<file path="src/rtl/io_serial_tx.sv">
// Memory-mapped 8N1 serial transmitter on the CPU I/O bus.
// It has a DATA register with a one-byte holding buffer, a STATUS register, and a registered txd/busy/tx_done.
module io_serial_tx #(
  parameter int          CLKS_PER_BIT = 16,
  parameter logic [7:0]  ADDR_DATA    = 8'h80,
  parameter logic [7:0]  ADDR_STAT    = 8'h84
) (
  input  logic        clock,
  input  logic        resetn,
  input  logic [31:0] addr,
  input  logic [31:0] datain,
  input  logic        we,
  output logic [31:0] dataout,
  output logic        txd,
  output logic        busy,
  output logic        tx_done
);

  localparam int CW = (CLKS_PER_BIT > 2) ? $clog2(CLKS_PER_BIT) : 1;
  localparam logic [CW-1:0] BAUD_LAST = CW'(CLKS_PER_BIT - 1);
  localparam logic [CW-1:0] BAUD_PRE  = CW'(CLKS_PER_BIT - 2);

  typedef enum logic [1:0] {
    ST_IDLE  = 2'd0,
    ST_START = 2'd1,
    ST_DATA  = 2'd2,
    ST_STOP  = 2'd3
  } state_t;

  state_t          state_r;
  logic [CW-1:0]   cnt_r;
  logic [2:0]      bit_idx_r;
  logic [7:0]      shift_r;
  logic [7:0]      hold_r;
  logic            hold_valid_r;
  logic            overrun_r;
  logic            txd_r;
  logic            busy_r;
  logic            tx_done_r;

  logic            sel_data_s;
  logic            sel_stat_s;
  logic            wr_data_s;
  logic            wr_stat_s;
  logic            baud_last_s;
  logic            consume_s;
  logic            drop_s;
  logic            unused_s;

  assign sel_data_s  = (addr[7:2] == ADDR_DATA[7:2]);
  assign sel_stat_s  = (addr[7:2] == ADDR_STAT[7:2]);
  assign wr_data_s   = we & sel_data_s;
  assign wr_stat_s   = we & sel_stat_s;
  assign baud_last_s = (cnt_r == BAUD_LAST);
  // The FSM takes the holding byte on this edge, so a DATA write here refills it.
  assign consume_s   = hold_valid_r &
                       ((state_r == ST_IDLE) | ((state_r == ST_STOP) & baud_last_s));
  assign drop_s      = wr_data_s & hold_valid_r & ~consume_s;
  assign unused_s    = ^{addr[31:8], addr[1:0], datain[31:8]};

  assign txd     = txd_r;
  assign busy    = busy_r;
  assign tx_done = tx_done_r;

  // Register read mux.
  always_comb begin
    dataout = 32'h0000_0000;
    if (sel_stat_s) begin
      dataout = {29'b0, overrun_r, busy_r, hold_valid_r};
    end else if (sel_data_s) begin
      dataout = {24'b0, hold_r};
    end else begin
      dataout = 32'h0000_0000;
    end
  end

  // Holding register and sticky overrun flag.
  always_ff @(posedge clock or negedge resetn) begin
    if (!resetn) begin
      hold_r       <= 8'h00;
      hold_valid_r <= 1'b0;
      overrun_r    <= 1'b0;
    end else begin
      if (wr_data_s && (!hold_valid_r || consume_s)) begin
        hold_r       <= datain[7:0];
        hold_valid_r <= 1'b1;
      end else if (consume_s) begin
        hold_valid_r <= 1'b0;
      end else begin
        hold_valid_r <= hold_valid_r;
      end
      if (drop_s) begin
        overrun_r <= 1'b1;
      end else if (wr_stat_s && datain[2]) begin
        overrun_r <= 1'b0;
      end else begin
        overrun_r <= overrun_r;
      end
    end
  end

  // Frame FSM; txd is driven with the value the next state needs.
  always_ff @(posedge clock or negedge resetn) begin
    if (!resetn) begin
      state_r   <= ST_IDLE;
      cnt_r     <= '0;
      bit_idx_r <= 3'd0;
      shift_r   <= 8'h00;
      txd_r     <= 1'b1;
      busy_r    <= 1'b0;
      tx_done_r <= 1'b0;
    end else begin
      tx_done_r <= 1'b0;
      case (state_r)
        ST_IDLE: begin
          cnt_r <= '0;
          if (hold_valid_r) begin
            shift_r <= hold_r;
            state_r <= ST_START;
            txd_r   <= 1'b0;
            busy_r  <= 1'b1;
          end else begin
            txd_r   <= 1'b1;
            busy_r  <= 1'b0;
          end
        end
        ST_START: begin
          if (baud_last_s) begin
            cnt_r     <= '0;
            bit_idx_r <= 3'd0;
            state_r   <= ST_DATA;
            txd_r     <= shift_r[0];
          end else begin
            cnt_r <= cnt_r + CW'(1);
          end
        end
        ST_DATA: begin
          if (baud_last_s) begin
            cnt_r <= '0;
            if (bit_idx_r == 3'd7) begin
              state_r <= ST_STOP;
              txd_r   <= 1'b1;
            end else begin
              shift_r   <= shift_r >> 1;
              txd_r     <= shift_r[1];
              bit_idx_r <= bit_idx_r + 3'd1;
            end
          end else begin
            cnt_r <= cnt_r + CW'(1);
          end
        end
        ST_STOP: begin
          if (baud_last_s) begin
            cnt_r <= '0;
            if (hold_valid_r) begin
              shift_r <= hold_r;
              state_r <= ST_START;
              txd_r   <= 1'b0;
            end else begin
              state_r <= ST_IDLE;
              txd_r   <= 1'b1;
              busy_r  <= 1'b0;
            end
          end else begin
            cnt_r     <= cnt_r + CW'(1);
            // Raised one cycle early so the registered pulse covers the final stop cycle.
            tx_done_r <= (cnt_r == BAUD_PRE);
          end
        end
        default: begin
          state_r <= ST_IDLE;
          cnt_r   <= '0;
          txd_r   <= 1'b1;
          busy_r  <= 1'b0;
        end
      endcase
    end
  end

endmodule

</file>
<file path="config.mk">
export PLATFORM = sky130hd
export DESIGN_NAME = io_serial_tx
export DESIGN_NICKNAME = d
export VERILOG_FILES = /design/src/rtl/io_serial_tx.sv
export SDC_FILE = /design/constraint.sdc
export NUM_CORES = 1
export LEC_CHECK = 0
export CAP_MARGIN = 20
export CORE_UTILIZATION = 39
export DETAILED_ROUTE_END_ITERATION = 7
export MAX_ROUTING_LAYER = met4
export PLACE_DENSITY = 0.78
export SLEW_MARGIN = 20
export SYNTH_ARGS = -nofsm -noshare
export SYNTH_HDL_FRONTEND = slang
export SYNTH_SLANG_ARGS = --single-unit
export TNS_END_PERCENT = 50
</file>
<file path="constraint.sdc">
create_clock -name clock -period 2.3 [get_ports clock]
set_input_delay 0.46 -clock clock [delete_from_list [all_inputs] [get_ports clock]]
set_output_delay 0.46 -clock clock [all_outputs]
set_load 0.01 [all_outputs]
</file>
==> flow_summary.json, run 1 <==
{
  "status": "complete, no violations",
  "insertion_delay_ns": 0.29,
  "via_count": 1284,
  "dp_worst_setup_slack_ns": -0.315,
  "place_area_mm2": 0.00210,
  "ys_warn_count": 0,
  "path_clk_slew_ns": 0.07,
  "end_kind": "primary output",
  "first_pass_iters": 6,
  "cts_buffers": 5,
  "io_pins": 102,
  "multi_input_area_um2": 928,
  "gp_congestion": 0.783,
  "port_buffers": 27,
  "min_path_type": "flip-flop to flip-flop",
  "synth-seq-cells": 30,
  "cts-root-buf": "clkbuf_8",
  "start_util_pct": 41.7,
  "synth_ff_type": "dfrtp_1",
  "synth_cell_types": 42,
  "grtUsageTotal_pct": 14.8,
  "num_rows": 24,
  "clk_path_buf_depth": 2,
  "drc_errors": 0,
  "fillers": 417,
  "globalRouteOverflowTotal": 0,
  "grt_start_max_net_pins": 31,
  "routed_wl_mm": 3.27,
  "startpoint_type": "input pin",
  "max_cap_viol_count": 0,
  "ctsHoldBuffers": 0,
  "skew_ns": 0.00800,
  "n_antenna_cell": 0,
  "grt_pass1_wl_mm": 5.49,
  "max_stage_delay_ns": 0.29,
  "antenna_found_initial": 0,
  "die_area_mm2": 0.00503,
  "core_mm2": 0.00444,
  "cts_tree": "done",
  "worstSetupPathType": "input pin to primary output",
  "viasPerCell": 4.85,
  "irDropWorstVdd_v": 0.000362,
  "crit_family": "buffers and inverters",
  "drive_gt1_share_pct": 20.7,
  "synth_area_per_cell_um2": 10.6,
  "synth_area_leaders": "dfrtp_1, buf_4, mux2_4",
  "synth_cells": 174,
  "finalHoldViolCount": 0,
  "fin_area_mm2": 0.00220,
  "ys_seq_area_share_pct": 40.6,
  "worst_ep_required_time_ns": 1.84,
  "drtAntennaViolNets": 0,
  "die_y_um": 70.9,
  "synthesis.area_mm2": 0.00185,
  "power.density_mw_per_mm2": 514,
  "worstPathBufferInverterCount": 4,
  "fin_nets": 288,
  "hpwl_mm": 2.32,
  "dr.first_iter.drc_count": 50,
  "final-seq-area_um2": 752,
  "setup_violations": 0,
  "synthArstFlopShare_pct": 100,
  "synth_area_leader_cell": "dfrtp_1",
  "wl_per_cell_um": 12.3,
  "clock.fmax_ghz": 0.446,
  "synthMostInstantiatedCell": "dfrtp_1",
  "fp.dieW_um": 70.9,
  "maxSlewViolCount": 0,
  "synth_common_cells": "dfrtp_1, buf_4, nor2_1, mux2i_1",
  "synth_enable_flop_cells": 0,
  "critPathMaxFanout": 3,
  "arrival_ns": 1.78,
  "period_share_pct": 97.5,
  "slowest_stage": "nor4_4",
  "grt_pass1_vias": 1208,
  "finalCriticalPeriod_ns": 2.24,
  "worstPathCellList": "dlygate4sd2_1 > nor4_4 > and3b_4 > buf_4 > buf_4 > and2_2 > clkdlybuf4s15_2",
  "area_delta_synth_final_pct": 18.9,
  "rsz0062_at_grt": "false",
  "htreeDepth": 2,
  "synth_top_area_share_pct": 39.2,
  "cts_sinks": 30,
  "cp_common_cell": "buf_4",
  "setup_slack_ns": 0.0576,
  "p_leak_nw": 1.11
}
## report_power, final
part           internal (mW)  switching, mW
Combinational         0.0588         0.0502
Clock                  0.240          0.209
Sequential             0.550         0.0233
Total                  0.848          0.283
## state kept, by name, summed over array words and instances (netlist names), 2 cells and up
| signal | cells |
|---|---|
| hold_r | 8 |
| shift_r | 8 |
| cnt_r | 4 |
| bit_idx_r | 3 |
| state_r | 2 |
## cell families after synthesis
family / after synthesis / synth area share [%]
XOR/XNOR: 1 / 0.473
adder cells (fa/ha/maj): 9 / 6.08
AND/OR/NAND/NOR: 47 / 14.4
buffers and inverters: 37 / 13.9
flip-flops: 30 / 40.6
multiplexers: 19 / 12.5
other: 1 / 0.203
AO/OA/AOI/OAI: 30 / 11.8
## path summary, 6_finish.rpt
path / from / end / slack (ns) / cells past startpoint
setup / recovery: addr[6] / dataout[3] / 0.06 / 7
hold reg to reg: txd$_DFFE_PN1P_ / txd$_DFFE_PN1P_ / 0.51 / 1
setup reg to reg: state_r[0]$_DFFE_PN0P_ / shift_r[3]$_DFFE_PN0P_ / 0.42 / 8
min in group asynchronous: resetn / cnt_r[1]$_DFF_PN0_ / 0.56 / 2
hold / removal: txd$_DFFE_PN1P_ / txd$_DFFE_PN1P_ / 0.51 / 1
max in group asynchronous: resetn / txd$_DFFE_PN1P_ / 1.42 / 2
## cells in the final DEF (no fill, tap or decap), drive strengths merged, types with 3 or more instances in the layout
master / instances
a21oi: 11
a22o: 3
and2: 5
buf: 12
clkbuf: 8
clkdlybuf4s50: 14
conb: 24
dfrtp: 29
dlygate4sd2: 10
ha: 9
inv: 6
mux2: 9
mux2i: 10
nand2: 7
nand2b: 3
nand3: 3
nor2: 15
nor3: 4
o21ai: 6
## routing by layer
layer | share of wire, % | up-vias | track usage, % | routed length [um]
li1 | - | 628 | - | -
met1 | 46 | 605 | 18.2 | 1500
met2 | 48 | 44 | 21.9 | 1570
met3 | 4.3 | 7 | 3.42 | 140
met4 | 1.8 | 0 | 9.33 | 59
met5 | 0 | - | - | 0
## metrics by stage
step	instances	total power [mW]	TNS (ns)	hold WS [ns]	utilization, %
after floorplan	197	0.664	0	0.164	-
after detailed placement	253	0.694	-2.44	0.506	47.2
after global routing	265	1.18	0	0.546	49.5
final	265	1.13	0	0.512	49.5
after global placement	253	0.691	-2.21	0.487	47.2
after CTS	265	1.15	0	0.516	49.7
## area by class of cell
class                           instances  share of cell area (%)
Clock buffer                            6                    3.75
Clock inverter                          2                   0.568
Inverter                                6                    1.02
Multi-Input combinational cell        130                    42.2
Sequential cell                        30                    34.1
Tap cell                               52                    2.95
Timing Repair Buffer                   39                    15.4
## worst register-to-register path, stage by stage, from the launching register on
cell and delay, ns:
dfrtp_1 0.38, inv_1 0.11, ha_1 0.26, buf_4 0.18, or2_1 0.26, a221oi_4 0.21
buf_4 0.24, nor2_1 0.06, a21oi_1 0.12
## what timing repair did
item | in CTS | in global routing
pin swaps | 2 | 1
endpoints found under the setup margin | 8 | 3
resized for setup | 16 | 3
buffers inserted | 4 | 0
(Power assumes the default switching activity.)
==> inputs of run 2 (changes only) <==
Settings changed: CELL_PAD_IN_SITES_DETAIL_PLACEMENT set to 1, CELL_PAD_IN_SITES_GLOBAL_PLACEMENT set to 1, CORE_MARGIN set to 3, CORE_UTILIZATION 39 to 28, PLACE_DENSITY 0.78 to 0.77.
==> run 2 against run 1 <==
Utilization shrank 14 points. Power grew 21%. Register-to-register slack lost 0.04 ns. Cell area grew 2.7%. Largest power group is now the clock network. Highest routed layer unchanged.
==> flow_summary.json, run 2 (synthesis gave the netlist of run 1 again) <==
{
  "status": "complete, no violations",
  "regToRegSetupSlack_ns": 0.38,
  "ctsHoldBuffers": 0,
  "cts-root-buf": "clkbuf_8",
  "combPwrFrac_pct": 8.1,
  "die_area_mm2": 0.00763,
  "place_area_mm2": 0.00211,
  "area_delta_synth_final_pct": 22.1,
  "finalCriticalPeriod_ns": 2.21,
  "insertion_delay_ns": 0.30,
  "min_path_type": "flip-flop to flip-flop",
  "fin_nets": 283,
  "first_pass_iters": 4,
  "reg.largest.list": "hold_r (8), shift_r (8), cnt_r (4)",
  "grtUsageTotal_pct": 11.3,
  "p_total_mw": 1.37,
  "placedCellCount": 276,
  "p_sw_share_pct": 21.8,
  "path_clk_slew_ns": 0.06,
  "drtAntennaViolNets": 0,
  "final_cell_mix": "dfrtp_1, conb_1, nor2_1, clkdlybuf4s50_1, mux2i_1",
  "fp.dieW_um": 87.3,
  "power_switching_mw": 0.298,
  "port_buffers": 27,
  "clk_path_buf_depth": 2,
  "arrival_ns": 1.75,
  "cts_tree": "done",
  "clock.fmax_ghz": 0.453,
  "grt_pass1_vias": 1391,
  "fillers": 740,
  "final_common_cell": "dfrtp_1",
  "skew_ns": 0.00664,
  "n_antenna_cell": 0,
  "period_share_pct": 95.9,
  "worstHoldPathCells": 1,
  "routed_wl_mm": 3.90,
  "worst_ep_required_time_ns": 1.84,
  "pwr-share-clk_pct": 50.0,
  "fin_area_mm2": 0.00226,
  "drive_gt1_share_pct": 18.8,
  "max_cap_viol_count": 0,
  "p_leak_nw": 1.11,
  "finalHoldViolCount": 0,
  "p_seq_share_pct": 41.9,
  "worstSetupPathType": "input pin to primary output",
  "end_kind": "primary output",
  "worstPathCellList": "dlygate4sd2_1 > nor4_4 > and3b_4 > buf_4 > and2_2 > clkdlybuf4s15_2",
  "startpoint_type": "input pin",
  "grt_start_max_net_pins": 31,
  "slowest_stage": "nor4_4",
  "timing.rr.end": "state_r[0]$_DFFE_PN0P_",
  "max_stage_delay_ns": 0.28,
  "power.density_mw_per_mm2": 605,
  "dr.first_iter.drc_count": 39,
  "num_rows": 29,
  "htreeDepth": 2,
  "cts_sinks": 30,
  "rr_worst_depth": 5,
  "die_y_um": 87.3,
  "setup_violations": 0,
  "grt_pass1_wl_mm": 6.49,
  "fin_tns_setup_ns": 0,
  "instances_no_fill": 285,
  "maxSlewViolCount": 0,
  "irDropWorstVdd_v": 0.000308,
  "antenna_found_initial": 0,
  "core_mm2": 0.00639,
  "wl_per_cell_um": 13.7,
  "hold_start": "txd$_DFFE_PN1P_",
  "r2r_start": "cnt_r[0]$_DFF_PN0_",
  "cts_buffers": 5,
  "viasPerCell": 4.49,
  "internal_power_mw": 1.07,
  "globalRouteOverflowTotal": 0,
  "gp_congestion": 0.799,
  "via_count": 1281,
  "rsz0062_at_grt": "false",
  "drc_errors": 0,
  "critPathMaxFanout": 5,
  "fin_util_pct": 35.4,
  "io_pins": 102,
  "hpwl_mm": 2.87,
  "start_util_pct": 29.0,
  "hold_end": "txd$_DFFE_PN1P_"
}
run 2: cell count changes in the layout (fill, tap and decap cells not counted), sizes merged, moves of 2 or more:
cell and delta:
clkdlybuf4s15 +2, clkbuf -2, buf -5, dlygate4sd2 -2, bufinv +2
run 2: area by class of cell:
type | instances | area [um2] | area share, %
sequential | 30 | 752 | 33.3
multi-input combinational | 130 | 928 | 41.1
clock inverter | 2 | 60.1 | 2.66
timing repair buffer | 34 | 319 | 14.1
inverter | 6 | 22.5 | 0.996
clock buffer | 6 | 82.6 | 3.65
tap | 77 | 96.3 | 4.26
run 2: how the worst max path moves through the flow:
stage	start	end	slack [ns]	depth (start not counted)
after CTS	addr[3]	dataout[5]	0.002	6
after detailed placement	addr[3]	dataout[5]	-0.35	5
after global routing	addr[6]	dataout[5]	0.02	6
after global placement	addr[3]	dataout[4]	-0.31	5
after floorplan	bit_idx_r[0]$_DFFE_PN0P_	shift_r[5]$_DFFE_PN0P_	0.52	7
final	addr[6]	dataout[5]	0.09	6
run 2: through the flow:
| stage | hold WS, ns | setup WS [ns] |
|---|---|---|
| finish | 0.518 | 0.0935 |
| global placement | 0.495 | -0.311 |
| global route | 0.540 | 0.0220 |
| CTS | 0.529 | 0.00208 |
| detailed placement | 0.520 | -0.354 |
| floorplan | 0.164 | 0.524 |
run 2: power by group through the flow:
stage	Clock (mW)	Sequential (mW)	Combinational, mW
finish	0.684	0.574	0.110
floorplan	0	0.573	0.0913
global route	0.711	0.577	0.122
global placement	0	0.581	0.110
detailed placement	0	0.583	0.113
CTS	0.696	0.574	0.112
run 2: critical path, delay by kind of cell:
| family | cells | cell delay (ns) |
|---|---|---|
| simple gates | 3 | 0.68 |
| buf+inv | 3 | 0.60 |
run 2: per-layer routing:
metal  global-route usage, %  share of wire [%]  vias to the layer above  routed length (um)
li1                        -                  -                      615                   -
met3                    2.93                5.3                        7                 205
met2                    17.3                 46                       40                1800
met1                    13.6                 46                      619                1800
met4                    5.86                2.5                        0                  97
met5                       -                  0                        -                   0
run 2: timing repair:
item | CTS | global route
pin swaps | 2 | 2
setup buffers | 1 | 0
endpoints found under the setup margin | 8 | 2
resized for setup | 17 | 1
==> inputs of run 3 (changes only) <==
Settings changed: CELL_PAD_IN_SITES_DETAIL_PLACEMENT 1 to 0, HOLD_SLACK_MARGIN set to 0.02, SLEW_MARGIN 20 to not set.
==> run 3 against run 2 <==
Count of clock-buffer cells in the layout unchanged. Register-to-register slack barely moved. Combinational power about the same. Utilization increased by 0.078 points. Wire length fell by 14%. Cell area increased by 0.22%. First-iteration DRC count increased by 21%.
==> flow_summary.json, run 3 (synthesis gave the netlist of run 1 again) <==
{
  "p_leak_nw": 1.10,
  "via_count": 1230,
  "cts-root-buf": "clkbuf_8",
  "met1_length_mm": 1.61,
  "first_pass_iters": 4,
  "irDropWorstVdd_v": 0.000257,
  "slowest_stage": "clkdlybuf4s50_1",
  "hpwl_mm": 2.48,
  "fp.dieW_um": 87.3,
  "routed_wl_mm": 3.35,
  "arrival_ns": 1.76,
  "cts_tree": "done",
  "end_kind": "primary output",
  "met2_wirelength_mm": 1.50,
  "dr.first_iter.drc_count": 47,
  "setup_slack_ns": 0.0800,
  "start_util_pct": 29.0,
  "core_mm2": 0.00639,
  "cts_sinks": 30,
  "worst_ep_required_time_ns": 1.84,
  "critPathMaxFanout": 4,
  "placedCellCount": 276,
  "globalRouteOverflowTotal": 0,
  "maxUsedRoutingLayer": "met4",
  "fin_util_pct": 35.5,
  "clock.fmax_ghz": 0.450,
  "grt_pass1_wl_mm": 5.68,
  "period_share_pct": 96.5,
  "cts_buffers": 5,
  "die_area_mm2": 0.00763,
  "io_pins": 102,
  "viasPerCell": 4.29,
  "port_buffers": 27,
  "maxSlewViolCount": 0,
  "skew_ns": 0.00788,
  "worstSetupPathType": "input pin to primary output",
  "antenna_found_initial": 0,
  "reg.largest.list": "hold_r (8), shift_r (8), cnt_r (4)",
  "max_stage_delay_ns": 0.44,
  "min_path_type": "flip-flop to flip-flop",
  "area_delta_synth_final_pct": 22.4,
  "drive_gt1_share_pct": 19.5,
  "instances_no_fill": 287,
  "finalHoldViolCount": 0,
  "die_y_um": 87.3,
  "max_cap_viol_count": 0,
  "wl_per_cell_um": 11.7,
  "n_antenna_cell": 0,
  "worstPathCellList": "clkdlybuf4s50_1 > nor4_4 > and3b_4 > buf_4 > and2_2 > clkdlybuf4s15_2",
  "fin_tns_setup_ns": 0,
  "final_cell_mix": "dfrtp_1, conb_1, clkdlybuf4s50_1",
  "fin_nets": 285,
  "grtUsageTotal_pct": 9.76,
  "htreeDepth": 2,
  "fillers": 666,
  "drtAntennaViolNets": 0,
  "clk_path_buf_depth": 2,
  "path_clk_slew_ns": 0.07,
  "final_common_cell": "dfrtp_1",
  "finalCriticalPeriod_ns": 2.22,
  "power.density_mw_per_mm2": 595,
  "grt_pass1_vias": 1276,
  "gp_congestion": 0.799,
  "route.met3.wl_um": 172,
  "setup_violations": 0,
  "insertion_delay_ns": 0.28,
  "num_rows": 29,
  "grt_start_max_net_pins": 31,
  "drc_errors": 0,
  "startpoint_type": "input pin",
  "status": "complete, no violations",
  "dp_worst_setup_slack_ns": -0.325
}
==> run 3: cell count changes in the layout (fill, tap and decap cells not counted), sizes merged <==
cell | previous run | this run
buf | 7 | 9
clkbuf | 6 | 8
clkdlybuf4s15 | 3 | 5
clkdlybuf4s50 | 15 | 16
dlygate4sd2 | 8 | 4
dlymetal6s2s | 1 | 0
==> run 3: power by group <==
group / switching, mW / leakage (nW) / internal [mW]
Clock: 0.206 / 0.0714 / 0.462
Combinational: 0.0504 / 0.640 / 0.0593
Sequential: 0.0214 / 0.389 / 0.550
==> run 3: cell type report <==
cell class	count	area [um2]	area share, %
well taps	77	96.3	4.25
multi-input cells	130	928	41.0
flip-flops and latches	30	752	33.2
clock inverters	2	60.1	2.65
clock buffers	6	82.6	3.64
inverters	6	22.5	0.994
repair buffers	36	324	14.3
==> run 3: critical path: cells and delay by family <==
family	cells	cell delay (ns)
buf+inv	3	0.77
simple gates	3	0.52
==> run 3: per-stage QoR <==
step	area (um2)	hold WS (ns)	power [mW]
detailed placement	2110	0.503	0.693
floorplan	1940	0.164	0.664
finish	2270	0.513	1.35
global placement	2110	0.495	0.691
CTS	2260	0.518	1.36
global route	2270	0.550	1.39
==> run 3: worst paths after layout <==
path	start	end	slack (ns)	cells after the start
hold reg to reg	overrun_r$_DFFE_PN0P_	overrun_r$_DFFE_PN0P_	0.51	1
setup / recovery	addr[3]	dataout[7]	0.08	6
setup reg to reg	cnt_r[0]$_DFF_PN0_	state_r[0]$_DFFE_PN0P_	0.39	5
min in group asynchronous	resetn	tx_done$_DFF_PN0_	0.57	2
hold / removal	overrun_r$_DFFE_PN0P_	overrun_r$_DFFE_PN0P_	0.51	1
max in group asynchronous	resetn	txd$_DFFE_PN1P_	1.42	2
==> run 3: layer usage <==
layer,GRT usage (%),vias up
met5,-,-
met4,3.77,0
met3,2.65,7
met2,15.0,40
met1,12.2,562
li1,-,621
==> run 3: what timing repair did <==
item	4_1_cts	5_1_grt
hold buffers	0	0
buffers inserted	2	1
setup endpoints to repair	8	5
gates cloned	0	0
pin swaps	2	0
resized for setup	13	8
